--- src/rtl/wisc_mem_pkg.sv ---
// Shared types and constants for the memory fill arbiter: FSM states, fill owner
// and block geometry (16-byte blocks of 2-byte words).
package wisc_mem_pkg;
  localparam int WORDS       = 8;
  localparam int WORD_IDX_W  = $clog2(WORDS);
  localparam int BLOCK_OFF_W = 4;
  localparam int MEM_LAT     = 4;

  typedef enum logic [2:0] {IDLE, WRITE, ISSUE, DRAIN, DONE} state_t;
  typedef enum logic {OWN_I, OWN_D} owner_t;
endpackage

--- src/rtl/block_word_counter.sv ---
// Word index counter within a cache block; clear wins over increment and tc flags
// the last word of the block.
module block_word_counter
  import wisc_mem_pkg::*;
(
  input  logic                  clk,
  input  logic                  rst_n,
  input  logic                  clr,
  input  logic                  inc,
  output logic [WORD_IDX_W-1:0] count,
  output logic                  tc
);
  always_ff @(posedge clk or negedge rst_n) begin
    if (!rst_n) begin
      count <= '0;
    end else if (clr) begin
      count <= '0;
    end else if (inc) begin
      count <= count + WORD_IDX_W'(1);
    end
  end

  assign tc = (count == WORD_IDX_W'(WORDS - 1));
endmodule

--- src/rtl/mem_fill_arbiter.sv ---
// Arbitrates the single memory port between D-cache stores, D-cache fills and
// I-cache fills; fills are issued as 8 pipelined reads and streamed back to the owner.
module mem_fill_arbiter
  import wisc_mem_pkg::*;
#(
  parameter int ADDR_W = 16,
  parameter int DATA_W = 16
) (
  input  logic                  clk,
  input  logic                  rst_n,
  input  logic                  i_miss_req,
  input  logic [ADDR_W-1:0]     i_miss_addr,
  input  logic                  d_miss_req,
  input  logic [ADDR_W-1:0]     d_miss_addr,
  input  logic                  d_wr_req,
  input  logic [ADDR_W-1:0]     d_wr_addr,
  input  logic [DATA_W-1:0]     d_wr_data,
  output logic                  mem_en,
  output logic                  mem_wr,
  output logic [ADDR_W-1:0]     mem_addr,
  output logic [DATA_W-1:0]     mem_wdata,
  input  logic [DATA_W-1:0]     mem_rdata,
  input  logic                  mem_rvalid,
  output logic [DATA_W-1:0]     fill_data,
  output logic [WORD_IDX_W-1:0] fill_word,
  output logic                  i_fill_we,
  output logic                  d_fill_we,
  output logic                  i_fill_done,
  output logic                  d_fill_done,
  output logic                  d_wr_ack,
  output logic                  busy,
  output state_t                fsm_state
);
  // Handshake: each *_req is a level held by the cache until its one-cycle
  // completion pulse (i_fill_done / d_fill_done / d_wr_ack) and dropped by the
  // following cycle; requests are only sampled while the FSM sits in IDLE.
  state_t                state;
  owner_t                owner;
  logic [ADDR_W-1:0]     base;
  logic [ADDR_W-1:0]     i_base;
  logic [ADDR_W-1:0]     d_base;
  logic [ADDR_W-1:0]     next_addr;
  logic [WORD_IDX_W-1:0] issue_cnt;
  logic [WORD_IDX_W-1:0] rx_cnt;
  logic                  issue_tc;
  logic                  rx_tc;
  logic                  rx_active;
  logic                  rx_fire;
  logic                  fill_last;

  assign i_base    = {i_miss_addr[ADDR_W-1:BLOCK_OFF_W], {BLOCK_OFF_W{1'b0}}};
  assign d_base    = {d_miss_addr[ADDR_W-1:BLOCK_OFF_W], {BLOCK_OFF_W{1'b0}}};
  assign next_addr = base + {{(ADDR_W-WORD_IDX_W-1){1'b0}}, issue_cnt + WORD_IDX_W'(1), 1'b0};

  assign rx_active = (state == ISSUE) || (state == DRAIN);
  assign rx_fire   = rx_active && mem_rvalid;
  assign fill_last = rx_fire && rx_tc;

  // Returned words bypass the FSM so the cache sees them in the rvalid cycle.
  assign fill_data = rx_fire ? mem_rdata : '0;
  assign fill_word = rx_fire ? rx_cnt : '0;
  assign i_fill_we = rx_fire && (owner == OWN_I);
  assign d_fill_we = rx_fire && (owner == OWN_D);
  assign busy      = (state != IDLE);
  assign fsm_state = state;

  block_word_counter u_issue_cnt (
    .clk   (clk),
    .rst_n (rst_n),
    .clr   (state == IDLE),
    .inc   (state == ISSUE),
    .count (issue_cnt),
    .tc    (issue_tc)
  );

  block_word_counter u_rx_cnt (
    .clk   (clk),
    .rst_n (rst_n),
    .clr   (state == IDLE),
    .inc   (rx_fire),
    .count (rx_cnt),
    .tc    (rx_tc)
  );

  always_ff @(posedge clk or negedge rst_n) begin
    if (!rst_n) begin
      state       <= IDLE;
      owner       <= OWN_I;
      base        <= '0;
      mem_en      <= 1'b0;
      mem_wr      <= 1'b0;
      mem_addr    <= '0;
      mem_wdata   <= '0;
      d_wr_ack    <= 1'b0;
      i_fill_done <= 1'b0;
      d_fill_done <= 1'b0;
    end else begin
      mem_en      <= 1'b0;
      mem_wr      <= 1'b0;
      mem_addr    <= '0;
      mem_wdata   <= '0;
      d_wr_ack    <= 1'b0;
      i_fill_done <= 1'b0;
      d_fill_done <= 1'b0;
      case (state)
        IDLE: begin
          if (d_wr_req) begin
            state     <= WRITE;
            mem_en    <= 1'b1;
            mem_wr    <= 1'b1;
            mem_addr  <= d_wr_addr;
            mem_wdata <= d_wr_data;
            d_wr_ack  <= 1'b1;
          end else if (d_miss_req) begin
            state    <= ISSUE;
            owner    <= OWN_D;
            base     <= d_base;
            mem_en   <= 1'b1;
            mem_addr <= d_base;
          end else if (i_miss_req) begin
            state    <= ISSUE;
            owner    <= OWN_I;
            base     <= i_base;
            mem_en   <= 1'b1;
            mem_addr <= i_base;
          end
        end
        WRITE: state <= IDLE;
        ISSUE: begin
          if (fill_last) begin
            state       <= DONE;
            i_fill_done <= (owner == OWN_I);
            d_fill_done <= (owner == OWN_D);
          end else if (issue_tc) begin
            state <= DRAIN;
          end else begin
            mem_en   <= 1'b1;
            mem_addr <= next_addr;
          end
        end
        DRAIN: begin
          if (fill_last) begin
            state       <= DONE;
            i_fill_done <= (owner == OWN_I);
            d_fill_done <= (owner == OWN_D);
          end
        end
        DONE:    state <= IDLE;
        default: state <= IDLE;
      endcase
    end
  end
endmodule
--- config.mk ---
export PLATFORM = sky130hd
export DESIGN_NAME = mem_fill_arbiter
export DESIGN_NICKNAME = d
export VERILOG_FILES = /design/src/rtl/wisc_mem_pkg.sv /design/src/rtl/block_word_counter.sv /design/src/rtl/mem_fill_arbiter.sv
export SDC_FILE = /design/constraint.sdc
export NUM_CORES = 1
export LEC_CHECK = 0
export ABC_AREA = 1
export BUFFER_PORTS_ARGS = -buffer_cell sky130_fd_sc_hd__buf_2
export CORE_ASPECT_RATIO = 0.9
export CORE_UTILIZATION = 44
export DETAILED_ROUTE_END_ITERATION = 6
export PLACE_DENSITY_LB_ADDON = 0.25
export SLEW_MARGIN = 40
export SYNTH_ARGS = -nofsm -noshare
export SYNTH_HDL_FRONTEND = slang
export SYNTH_SLANG_ARGS = --single-unit
--- constraint.sdc ---
create_clock -name clk -period 2 [get_ports clk]
set_input_delay 0.5 -clock clk [delete_from_list [all_inputs] [get_ports clk]]
set_output_delay 0.5 -clock clk [all_outputs]
set_load 0.01 [all_outputs]
After elaboration in Yosys (flattened, before gate mapping). Index checks and enable logic that the tools add are counted.

Flip-flop bits (word level): 62. Word-level logic and storage cells: 73. Output and inout port bits: 62.

Multiplexer cells: 37. Add/subtract/negate cells: 3. Equality and inequality tests: 7. Reductions and logical operators: 13. Bitwise operators: 2.

Operator list (number): two-way mux 16 bit (10); two-way mux 3 bit (11); case mux 16 bit (2 select lines) (1); adder 16 x 4 -> 16 bit (1); two-way mux 1 bit (13); case mux 3 bit (3 select lines) (1); adder 3 x 1 -> 3 bit, second input constant (2); == test 3 x 2 -> 1 bit, second input constant (2); == test 3 bit, second input constant (2); AND reduction 3 bit (2); nonzero test 2 bit (3); logical AND 1 bit (4); inequality test 4 bit, second input constant (1); zero test 3 bit (1); inequality test 3 bit, second input constant (1); nonzero test 3 bit (1); inequality test 2 bit, second input constant (1); NOT 1 bit (2); case mux 1 bit (2 select lines) (1); OR reduction 2 bit (1); logical OR 1 bit (1).

Longest topological paths before layout. Gate-level depths: netlist of run 1.

Word-level depth: 6. Gate-level depth with buffers: 9. Depth with buffers taken out: 8.

Hierarchy. Synthesis of run 1 repeated with hierarchy kept, for this count alone.

Cells, all modules: 324. Area total of the unflattened synthesis: 2741.4 um^2.

By module, submodules not included: mem_fill_arbiter (cells each 290, area an instance 2438.6 um^2, times used 1); block_word_counter (cells each 17, area an instance 151.4 um^2, times used 2).

Least setup slack after synthesis of run 1. Ideal clock, no wire load.

Path type: register to output. From: register state[2], in the netlist fsm_state[2]. To: output port d_fill_we. Path slack: 451 ps. Required time: 1500 ps. Arrival time: 1049 ps. Cell stages (with the launch flop): 5. Cell sequence: dfrtp_1 > inv_2 > nand3_1 > buf_2 > nor2_1.

Word-level cells in the longest chain between the ends: 4. Elaborated cells on any way between the ends: 5. Those cells by class: eq/ne: 2; reduce/logical: 3.

Ends and longest elaborated chain: start, declared (line mem_fill_arbiter.sv:37) `state_t state;`; start signal, assigned (line mem_fill_arbiter.sv:87) `state <= IDLE;`; start signal, assigned (line mem_fill_arbiter.sv:108) `state <= WRITE;`; start signal, assigned (line mem_fill_arbiter.sv:115) `state <= ISSUE;`; == test 3 x 2 -> 1 bit (line mem_fill_arbiter.sv:55) `assign rx_active = (state == ISSUE) || (state == DRAIN);`; logical OR 1 bit (*) (line mem_fill_arbiter.sv:55); logical AND 1 bit (*) (line mem_fill_arbiter.sv:56) `assign rx_fire = rx_active && mem_rvalid;`; logical AND 1 bit (*) (line mem_fill_arbiter.sv:63) `assign d_fill_we = rx_fire && (owner == OWN_D);`; end, declared (line mem_fill_arbiter.sv:27) `output logic d_fill_we,`.

Mark *: on every way between the ends. The rest lies on a longest branch, timed or not.

Worst setup path in the final report of run 1.
From: register state[2], in the netlist fsm_state[2]. To: output port fill_data[1].

Word-level cells in the longest chain between the ends: 4. Elaborated cells on any way between the ends: 5. Those cells by class: eq/ne: 2; mux: 1; reduce/logical: 2.

Ends and longest elaborated chain: == test 3 x 2 -> 1 bit (line mem_fill_arbiter.sv:55); logical OR 1 bit (*) (line mem_fill_arbiter.sv:55); logical AND 1 bit (*) (line mem_fill_arbiter.sv:56); two-way mux 16 bit (*) (line mem_fill_arbiter.sv:60) `assign fill_data = rx_fire ? mem_rdata : '0;`; end, declared (line mem_fill_arbiter.sv:24) `output logic [DATA_W-1:0] fill_data,`.

Marked as above.

==> flow_metrics.py, run 1 <==
metrics = {
    "status": {
        "outcome": "finished with violations",
        "failed_checks": "DRC",
    },
    "synth": {
        "ys_seq_area_frac": 0.537,
        "syn_avg_cell_area_um2": 8.48,
        "postSynthCellCount": 319,
        "yosysWarnings": 0,
        "synth_area_um2": 2710,
        "yosys.cell_types.count": 24,
        "synth-seq-cells": 58,
        "synth_nets": 409,
    },
    "power_and_ir_drop": {
        "power_switching_uw": 1620,
        "p_int_uw": 2960,
        "power_switching_share": 0.353,
        "clkPwrFrac": 0.276,
        "irDropWorstVdd_uv": 602,
        "finalPower_uw": 4570,
        "powerDensity_nw_per_um2": 1240,
        "share_seq_of_total_power": 0.374,
        "leakage_uw": 0.00231,
        "combPwrFrac": 0.349,
    },
    "cts": {
        "cts_setup_buffers": 0,
        "htreeDepth": 3,
        "insertion_delay_ps": 320,
        "cts.sink_count": 58,
        "clk_path_buf_depth": 2,
        "cts_root_buffer": "clkbuf_8",
        "cts.repair.resized": 0,
        "cts_hold_buf": 0,
        "clk_pin_slew_ps": 60,
        "cts_buffers": 9,
        "cts_tree": "done",
    },
    "route": {
        "first_iter_violations": 113,
        "vias_per_cell": 4.51,
        "drt-total-wl_mm": 6.00,
        "post-route-drc-count": 9,
        "dr.pass1.iters": 7,
        "drt-wirelength-per-cell_um": 11.2,
        "ant_nets": 0,
        "vias": 2419,
    },
    "floorplanning": {
        "die_x_um": 84.7,
        "die_y_um": 76.4,
        "core_area_um2": 5790,
        "fp-row-count": 26,
        "io_pins": 148,
        "dieArea_um2": 6470,
        "start_util": 0.467,
    },
    "placed_design": {
        "port_buffers": 139,
        "dp_slack_ps": 337,
        "routabilityCongestion": 0.762,
        "dp_hpwl_mm": 4.39,
    },
    "cells_and_area": {
        "layout.cells.most_common_list": "buf_2, nand2_1, dfrtp_1",
        "fin_util": 0.638,
        "nets": 551,
        "drive_above_1_share": 0.416,
        "final_common_cell": "buf_2",
        "antenna_cells": 0,
        "nFillCells": 519,
        "area_growth_syn_to_layout_pct": 36.5,
    },
    "hold_path": {
        "hold_class": "in -> async",
    },
    "worst_setup_path": {
        "endpoint_kind": "output pin",
        "arrival_ps": 1380,
        "crit_required_ps": 1500,
        "cp-start-kind": "flop",
        "worst-setup-path-type": "reg -> out",
        "critPathMaxFanout": 22,
    },
    "timing": {
        "final-hold-violation-count": 0,
        "fin_crit_sh": 0.940,
        "setup_tns_ps": 0,
        "slew_viol_final": 0,
        "max_freq_mhz": 532,
        "clock_skew_ps": 5.76,
        "period_minus_slack_ps": 1880,
        "setup_viol": 0,
        "setup_ws_ps": 119,
        "relSlewSlack": 0.699,
        "tightest_slew_ps": 449,
        "rsz0062_at_grt": "false",
    },
    "global_route": {
        "grt_max_degree": 59,
        "overflow": 0,
        "antenna_found_initial": 0,
        "grt_usage": 0.197,
        "grt_pass1_vias": 2214,
        "grt_pass1_wl_mm": 10.0,
    },
    "flow_run": {
        "drv_cap": 0,
    },
}
logic make-up (layout without fill, tap and decap cells):
| logic type | Yosys count | after routing | synth area share |
|---|---|---|---|
| buf+inv | 45 | 192 | 0.0754 |
| simple gates | 197 | 197 | 0.341 |
| flops | 58 | 58 | 0.537 |
| fa+ha+maj | 4 | 4 | 0.0185 |
| compound gates | 15 | 15 | 0.0287 |
cell usage after synthesis:
master,instances,share of area
nand4_4,1,0.0079
clkbuf_1,2,0.0028
nand4_1,1,0.0023
buf_4,1,0.0028
ha_1,4,0.019
nor2_2,1,0.0023
nor2_1,42,0.058
nand3_2,10,0.037
buf_6,3,0.012
nand2_1,115,0.16
o21ai_1,1,0.0018
inv_1,28,0.039
o21ai_0,12,0.022
nand2_4,2,0.0083
nor2_4,3,0.012
nand3b_1,1,0.0028
a21oi_1,1,0.0018
buf_2,7,0.013
inv_2,4,0.0055
o211ai_1,1,0.0028
nand2_2,12,0.028
dfrtp_1,58,0.54
nor2_8,1,0.0074
nand3_1,8,0.015
registers in the layout (all words and copies together), names as in the netlist:
| register | flops |
|---|---|
| owner | 1 |
| mem_addr | 16 |
| d_wr_ack | 1 |
| u_issue_cnt.count | 3 |
| d_fill_done | 1 |
| mem_en | 1 |
| mem_wdata | 16 |
| base | 12 |
| fsm_state | 3 |
| u_rx_cnt.count | 3 |
| i_fill_done | 1 |
layer usage:
layer  vias to the layer above  GRT usage  routed length (µm)
li1                       1248          -                   -
met1                      1059      0.248                2620
met2                       106      0.332                2840
met3                         6     0.0358                 468
met4                         0     0.0864                  68
met5                         -          0                   0
power by group through the flow:
stage	Combinational, µW	Clock [µW]	Sequential, µW
after floorplan	987	0	1810
after global placement	1550	0	1720
after detailed placement	1600	0	1730
after CTS	1610	1290	1710
after global routing	1820	1330	1750
final	1600	1260	1710
critical path: stages (launching register included):
cell     delay [ps]
dfrtp_2         460
inv_2           100
nand3_1          80
buf_6           180
nor2_1           90
buf_2           130
worst paths after layout:
path,startpoint,endpoint,slack (ps),depth (start not counted)
max,fsm_state[2]$_DFFE_PN0P_,fill_data[1],120,5
min,rst_n,mem_wdata[4]$_DFF_PN0_,160,2
max reg2reg,u_rx_cnt.count[0]$_DFFE_PN0P_,mem_addr[4]$_DFF_PN0_,380,7
min reg2reg,owner$_DFFE_PN0P_,i_fill_done$_DFF_PN0_,460,1
max in group asynchronous,rst_n,fsm_state[2]$_DFFE_PN0P_,1560,2
min in group clk,d_wr_addr[1],mem_addr[1]$_DFF_PN0_,380,3
cell type report:
cell class              instances  area, µm²  share of cell area
flip-flops and latches         58       1450               0.393
multi-input cells             216       1050               0.284
repair buffers                144        749               0.203
clock buffers                  10        128              0.0346
inverters                      32        120              0.0325
clock inverters                 6        105              0.0285
well taps                      70       87.6              0.0237
through the flow:
step | cells | instance area, µm² | hold WS (ps)
2_1_floorplan | 319 | 2710 | 204
3_3_place_gp | 520 | 3450 | 448
3_5_place_dp | 520 | 3450 | 457
4_1_cts | 536 | 3690 | 167
5_1_grt | 536 | 3690 | 180
6_report | 536 | 3690 | 163
No activity file was read; power rests on OpenSTA's default activity.
==> run 2: changes to the inputs <==
- GPL_TIMING_DRIVEN: unset -> 0
==> flow_metrics.py, run 2 (synthesis gave the netlist of run 1 again) <==
metrics = {
    "status": {
        "outcome": "finished with violations",
        "failed_checks": "DRC",
    },
    "cells_and_area": {
        "nFillCells": 525,
        "reg_top3": "mem_addr (16), mem_wdata (16), base (12)",
        "area_growth_syn_to_layout_pct": 39.5,
        "drive_above_1_share": 0.428,
        "antenna_cells": 0,
        "layout.cells.most_common_list": "buf_2, nand2_1, dfrtp_1",
        "nets": 559,
        "final_common_cell": "buf_2",
    },
    "worst_setup_path": {
        "max_stage_delay_ps": 470,
        "crit_chain": "nor2_4 > nand2_4 > buf_2 > buf_2",
        "crit_required_ps": 1500,
        "worst-setup-path-type": "reg -> out",
        "endpoint_kind": "output pin",
        "crit_slowest_cell": "dfrtp_1",
        "cp-endpoint": "busy",
        "cp-start-kind": "flop",
        "crit_top_cell": "buf_2",
        "rrSetupSlack_ps": 430,
        "critPathLaunch": "fsm_state[0]$_DFFE_PN0P_",
        "reg2reg_from": "u_rx_cnt.count[0]$_DFFE_PN0P_",
        "critPathMaxFanout": 10,
        "arrival_ps": 1390,
        "r2r_end": "mem_addr[4]$_DFF_PN0_",
        "r2r_cells": 8,
    },
    "power_and_ir_drop": {
        "powerDensity_nw_per_um2": 1260,
        "leakage_uw": 0.00235,
        "irDropWorstVdd_uv": 559,
    },
    "floorplanning": {
        "dieArea_um2": 6470,
        "fp-row-count": 26,
        "die_x_um": 84.7,
        "io_pins": 148,
        "die_y_um": 76.4,
        "start_util": 0.467,
        "core_area_um2": 5790,
    },
    "timing": {
        "setup_tns_ps": 0,
        "final-hold-violation-count": 0,
        "setup_ws_ps": 112,
        "setup_viol": 0,
        "period_minus_slack_ps": 1890,
        "tightest_slew_ps": 718,
        "max_freq_mhz": 530,
        "relSlewSlack": 0.522,
        "fin_crit_sh": 0.944,
        "rsz0062_at_grt": "false",
        "clock_skew_ps": 6.57,
        "slew_viol_final": 0,
    },
    "global_route": {
        "grt_max_degree": 59,
        "grt_pass1_vias": 2368,
        "overflow": 0,
        "grt_usage": 0.209,
        "grt_pass1_wl_mm": 10.5,
        "antenna_found_initial": 0,
    },
    "placed_design": {
        "dp_slack_ps": 274,
        "dp_hpwl_mm": 4.67,
        "routabilityCongestion": 0.789,
        "port_buffers": 138,
    },
    "route": {
        "first_iter_violations": 98,
        "post-route-drc-count": 10,
        "dr.pass1.iters": 6,
        "vias_per_cell": 4.52,
        "drt-wirelength-per-cell_um": 11.6,
        "vias": 2460,
        "drt-total-wl_mm": 6.33,
        "ant_nets": 0,
    },
    "cts": {
        "cts_tree": "done",
        "insertion_delay_ps": 330,
        "cts.sink_count": 58,
        "cts_hold_buf": 0,
        "cts_buffers": 9,
        "clk_path_buf_depth": 2,
        "htreeDepth": 3,
        "clk_pin_slew_ps": 60,
        "cts_root_buffer": "clkbuf_8",
    },
    "hold_path": {
        "hold_class": "in -> async",
    },
    "flow_run": {
        "drv_cap": 0,
    },
}
==> run 2: cell count changes in the layout (fill, tap and decap cells not counted) <==
cell	before	now
buf_6	1	5
buf_2	139	142
clkbuf_8	9	11
buf_12	1	0
clkbuf_1	1	2
clkinv_2	3	2
dfrtp_1	57	56
dfrtp_2	1	2
nand3_1	8	7
nand3_4	0	1
==> run 2: timing repair <==
item / CTS / global route
endpoints found under the setup margin: 20 / 21
setup buffers: 0 / 1
cloned: 0 / 0
hold endpoints to repair: 0 / 0
gates resized for setup: 2 / 7
==> run 2: final cells by class <==
type	count	area [µm²]	share of cell area
Sequential cell	58	1450	0.385
Multi-Input combinational cell	216	1060	0.282
Timing Repair Buffer	139	701	0.186
Clock buffer	11	151	0.0401
Inverter	32	120	0.0318
Clock inverter	5	100	0.0265
Buffer	13	96.3	0.0255
Tap cell	70	87.6	0.0232
==> run 2: worst max-delay path, delay by kind of cell (launching register included) <==
kind,cells,cell delay (ps)
simple gates,2,250
flops,1,470
buf+inv,2,340
==> run 2: worst min path at each step <==
stage,end,cells past startpoint
final,mem_wdata[3]$_DFF_PN0_,1
after global routing,mem_wdata[4]$_DFF_PN0_,1
after CTS,mem_wdata[3]$_DFF_PN0_,1
after detailed placement,i_fill_done$_DFF_PN0_,1
after global placement,i_fill_done$_DFF_PN0_,1
after floorplan,base[10]$_DFFE_PN0P_,0
==> run 2: per-stage QoR <==
step / utilization / instance area, µm² / instances / hold WS (ps) / power (µW)
6_report: 0.651 / 3770 / 544 / 225 / 4750
5_1_grt: 0.651 / 3770 / 544 / 261 / 5090
4_1_cts: 0.646 / 3740 / 543 / 244 / 4770
3_5_place_dp: 0.602 / 3490 / 527 / 447 / 3400
3_3_place_gp: 0.602 / 3480 / 527 / 452 / 3340
2_1_floorplan: - / 2710 / 319 / 204 / 2800
==> run 2: metal layers <==
metal / global-route usage / wire, µm / part of all wire
met4: 0.0966 / 94 / 0.015
met2: 0.326 / 2920 / 0.46
met1: 0.260 / 2820 / 0.45
met3: 0.0748 / 496 / 0.078
met5: 0 / 0 / 0
==> run 2: power by group <==
group | total [µW] | internal [µW] | switching [µW] | leakage, µW
Sequential | 1730 | 1540 | 191 | 0.000759
Combinational | 1680 | 664 | 1010 | 0.00146
Clock | 1350 | 891 | 459 | 0.000129
==> run 3: changes to the inputs <==
- SETUP_SLACK_MARGIN: unset -> 0.5
==> flow_metrics.py, run 3 (synthesis gave the netlist of run 1 again) <==
metrics = {
    "route": {
        "dr.pass1.iters": 7,
        "drt-wirelength-per-cell_um": 12.8,
        "ant_nets": 0,
        "vias_per_cell": 4.63,
        "drt-total-wl_mm": 7.26,
        "post-route-drc-count": 11,
        "vias": 2622,
        "first_iter_violations": 130,
    },
    "cts": {
        "cts_root_buffer": "clkbuf_8",
        "htreeDepth": 3,
        "insertion_delay_ps": 330,
        "cts_tree": "done",
        "cts.sink_count": 58,
        "clk_path_buf_depth": 2,
        "cts_buffers": 9,
        "clk_pin_slew_ps": 70,
    },
    "hold_path": {
        "hold_class": "in -> async",
    },
    "timing": {
        "rsz0062_at_grt": "true",
        "setup_ws_ps": 175,
        "max_freq_mhz": 548,
        "fin_crit_sh": 0.913,
        "tightest_slew_ps": 735,
        "setup_tns_ps": 0,
        "clock_skew_ps": 7.01,
        "final-hold-violation-count": 0,
        "relSlewSlack": 0.510,
        "period_minus_slack_ps": 1830,
        "setup_viol": 0,
        "slew_viol_final": 0,
    },
    "worst_setup_path": {
        "arrival_ps": 1330,
        "max_stage_delay_ps": 430,
        "endpoint_kind": "output pin",
        "critPathMaxFanout": 10,
        "cp-start-kind": "flop",
        "worst-setup-path-type": "reg -> out",
        "crit_chain": "inv_4 > nand3_4 > buf_12 > nor2_2 > buf_2",
        "crit_slowest_cell": "dfrtp_2",
        "crit_required_ps": 1500,
    },
    "floorplanning": {
        "io_pins": 148,
        "dieArea_um2": 6470,
        "core_area_um2": 5790,
        "die_x_um": 84.7,
        "die_y_um": 76.4,
        "start_util": 0.467,
        "fp-row-count": 26,
    },
    "global_route": {
        "grt_pass1_vias": 2461,
        "grt_pass1_wl_mm": 11.3,
        "grt_usage": 0.224,
        "antenna_found_initial": 0,
        "overflow": 0,
        "grt_max_degree": 59,
    },
    "placed_design": {
        "dp_hpwl_mm": 4.78,
        "routabilityCongestion": 0.743,
        "dp_slack_ps": 230,
        "placed_cell_area_um2": 3540,
        "port_buffers": 138,
    },
    "power_and_ir_drop": {
        "powerDensity_nw_per_um2": 1230,
        "irDropWorstVdd_uv": 739,
        "leakage_uw": 0.00247,
    },
    "cells_and_area": {
        "nets": 581,
        "layout.cells.most_common_list": "buf_2, nand2_1, dfrtp_1",
        "area_growth_syn_to_layout_pct": 52.3,
        "drive_above_1_share": 0.520,
        "antenna_cells": 0,
        "fin_area_um2": 4120,
        "final_common_cell": "buf_2",
        "reg_top3": "mem_addr (16), mem_wdata (16), base (12)",
    },
    "flow_run": {
        "drv_cap": 0,
    },
    "status": {
        "failed_checks": "DRC",
        "outcome": "finished with violations",
    },
}
run 3: cell count changes in the layout (fill, tap and decap cells not counted), sizes merged:
cell / delta
buf: +22
clkinvlp: +1
clkinv: +1
bufinv: -2
run 3: path summary, 6_finish.rpt:
check,start,end,slack (ps),cells past startpoint
min in group clk,d_wr_addr[3],mem_addr[3]$_DFF_PN0_,370,3
worst min-delay path,rst_n,mem_addr[1]$_DFF_PN0_,230,1
worst max-delay path,fsm_state[2]$_DFFE_PN0P_,d_fill_we,170,5
max in group asynchronous,rst_n,fsm_state[0]$_DFFE_PN0P_,1240,1
worst max register to register,fsm_state[2]$_DFFE_PN0P_,base[11]$_DFFE_PN0P_,380,11
worst min register to register,owner$_DFFE_PN0P_,i_fill_done$_DFF_PN0_,470,1
run 3: layer usage:
metal	routed length (µm)	GRT usage	vias to the layer above	part of all wire
met4	89	0.0881	0	0.012
li1	-	-	1314	-
met1	3030	0.279	1201	0.42
met5	0	0	-	0
met2	3660	0.384	99	0.50
met3	485	0.0455	8	0.067
run 3: where the power goes:
| part | switching (µW) | internal [µW] |
|---|---|---|
| clock network | 476 | 637 |
| logic | 1220 | 1000 |
| registers | 174 | 1540 |
run 3: area by class of cell:
cell class,instances,area [µm²]
Fill cell,460,1670
Multi-Input combinational cell,216,1160
Timing Repair Buffer,161,961
Clock buffer,11,151
Inverter,32,125
Buffer,13,121
Sequential cell,58,1460
Tap cell,70,87.6
Clock inverter,5,52.6
run 3: critical path, delay by kind of cell (launching register included):
family	cells	cell delay, ps
flops	1	430
simple gates	2	180
buf+inv	3	380
run 3: per-stage QoR:
step | total power [µW] | utilization | instances | hold slack [ps]
2_1_floorplan | 2850 | - | 319 | 204
3_3_place_gp | 3390 | 0.611 | 527 | 454
3_5_place_dp | 3460 | 0.612 | 527 | 459
4_1_cts | 4890 | 0.686 | 558 | 254
5_1_grt | 5370 | 0.711 | 566 | 291
6_report | 5050 | 0.711 | 566 | 227
run 3: repair_timing:
action | 4_1_cts | 5_1_grt
hold buffers | 0 | 0
gates resized for setup | 20 | 28
pin swaps | 5 | 8
cloned | 2 | 2
setup buffers | 13 | 6
setup endpoints to repair | 34 | 54
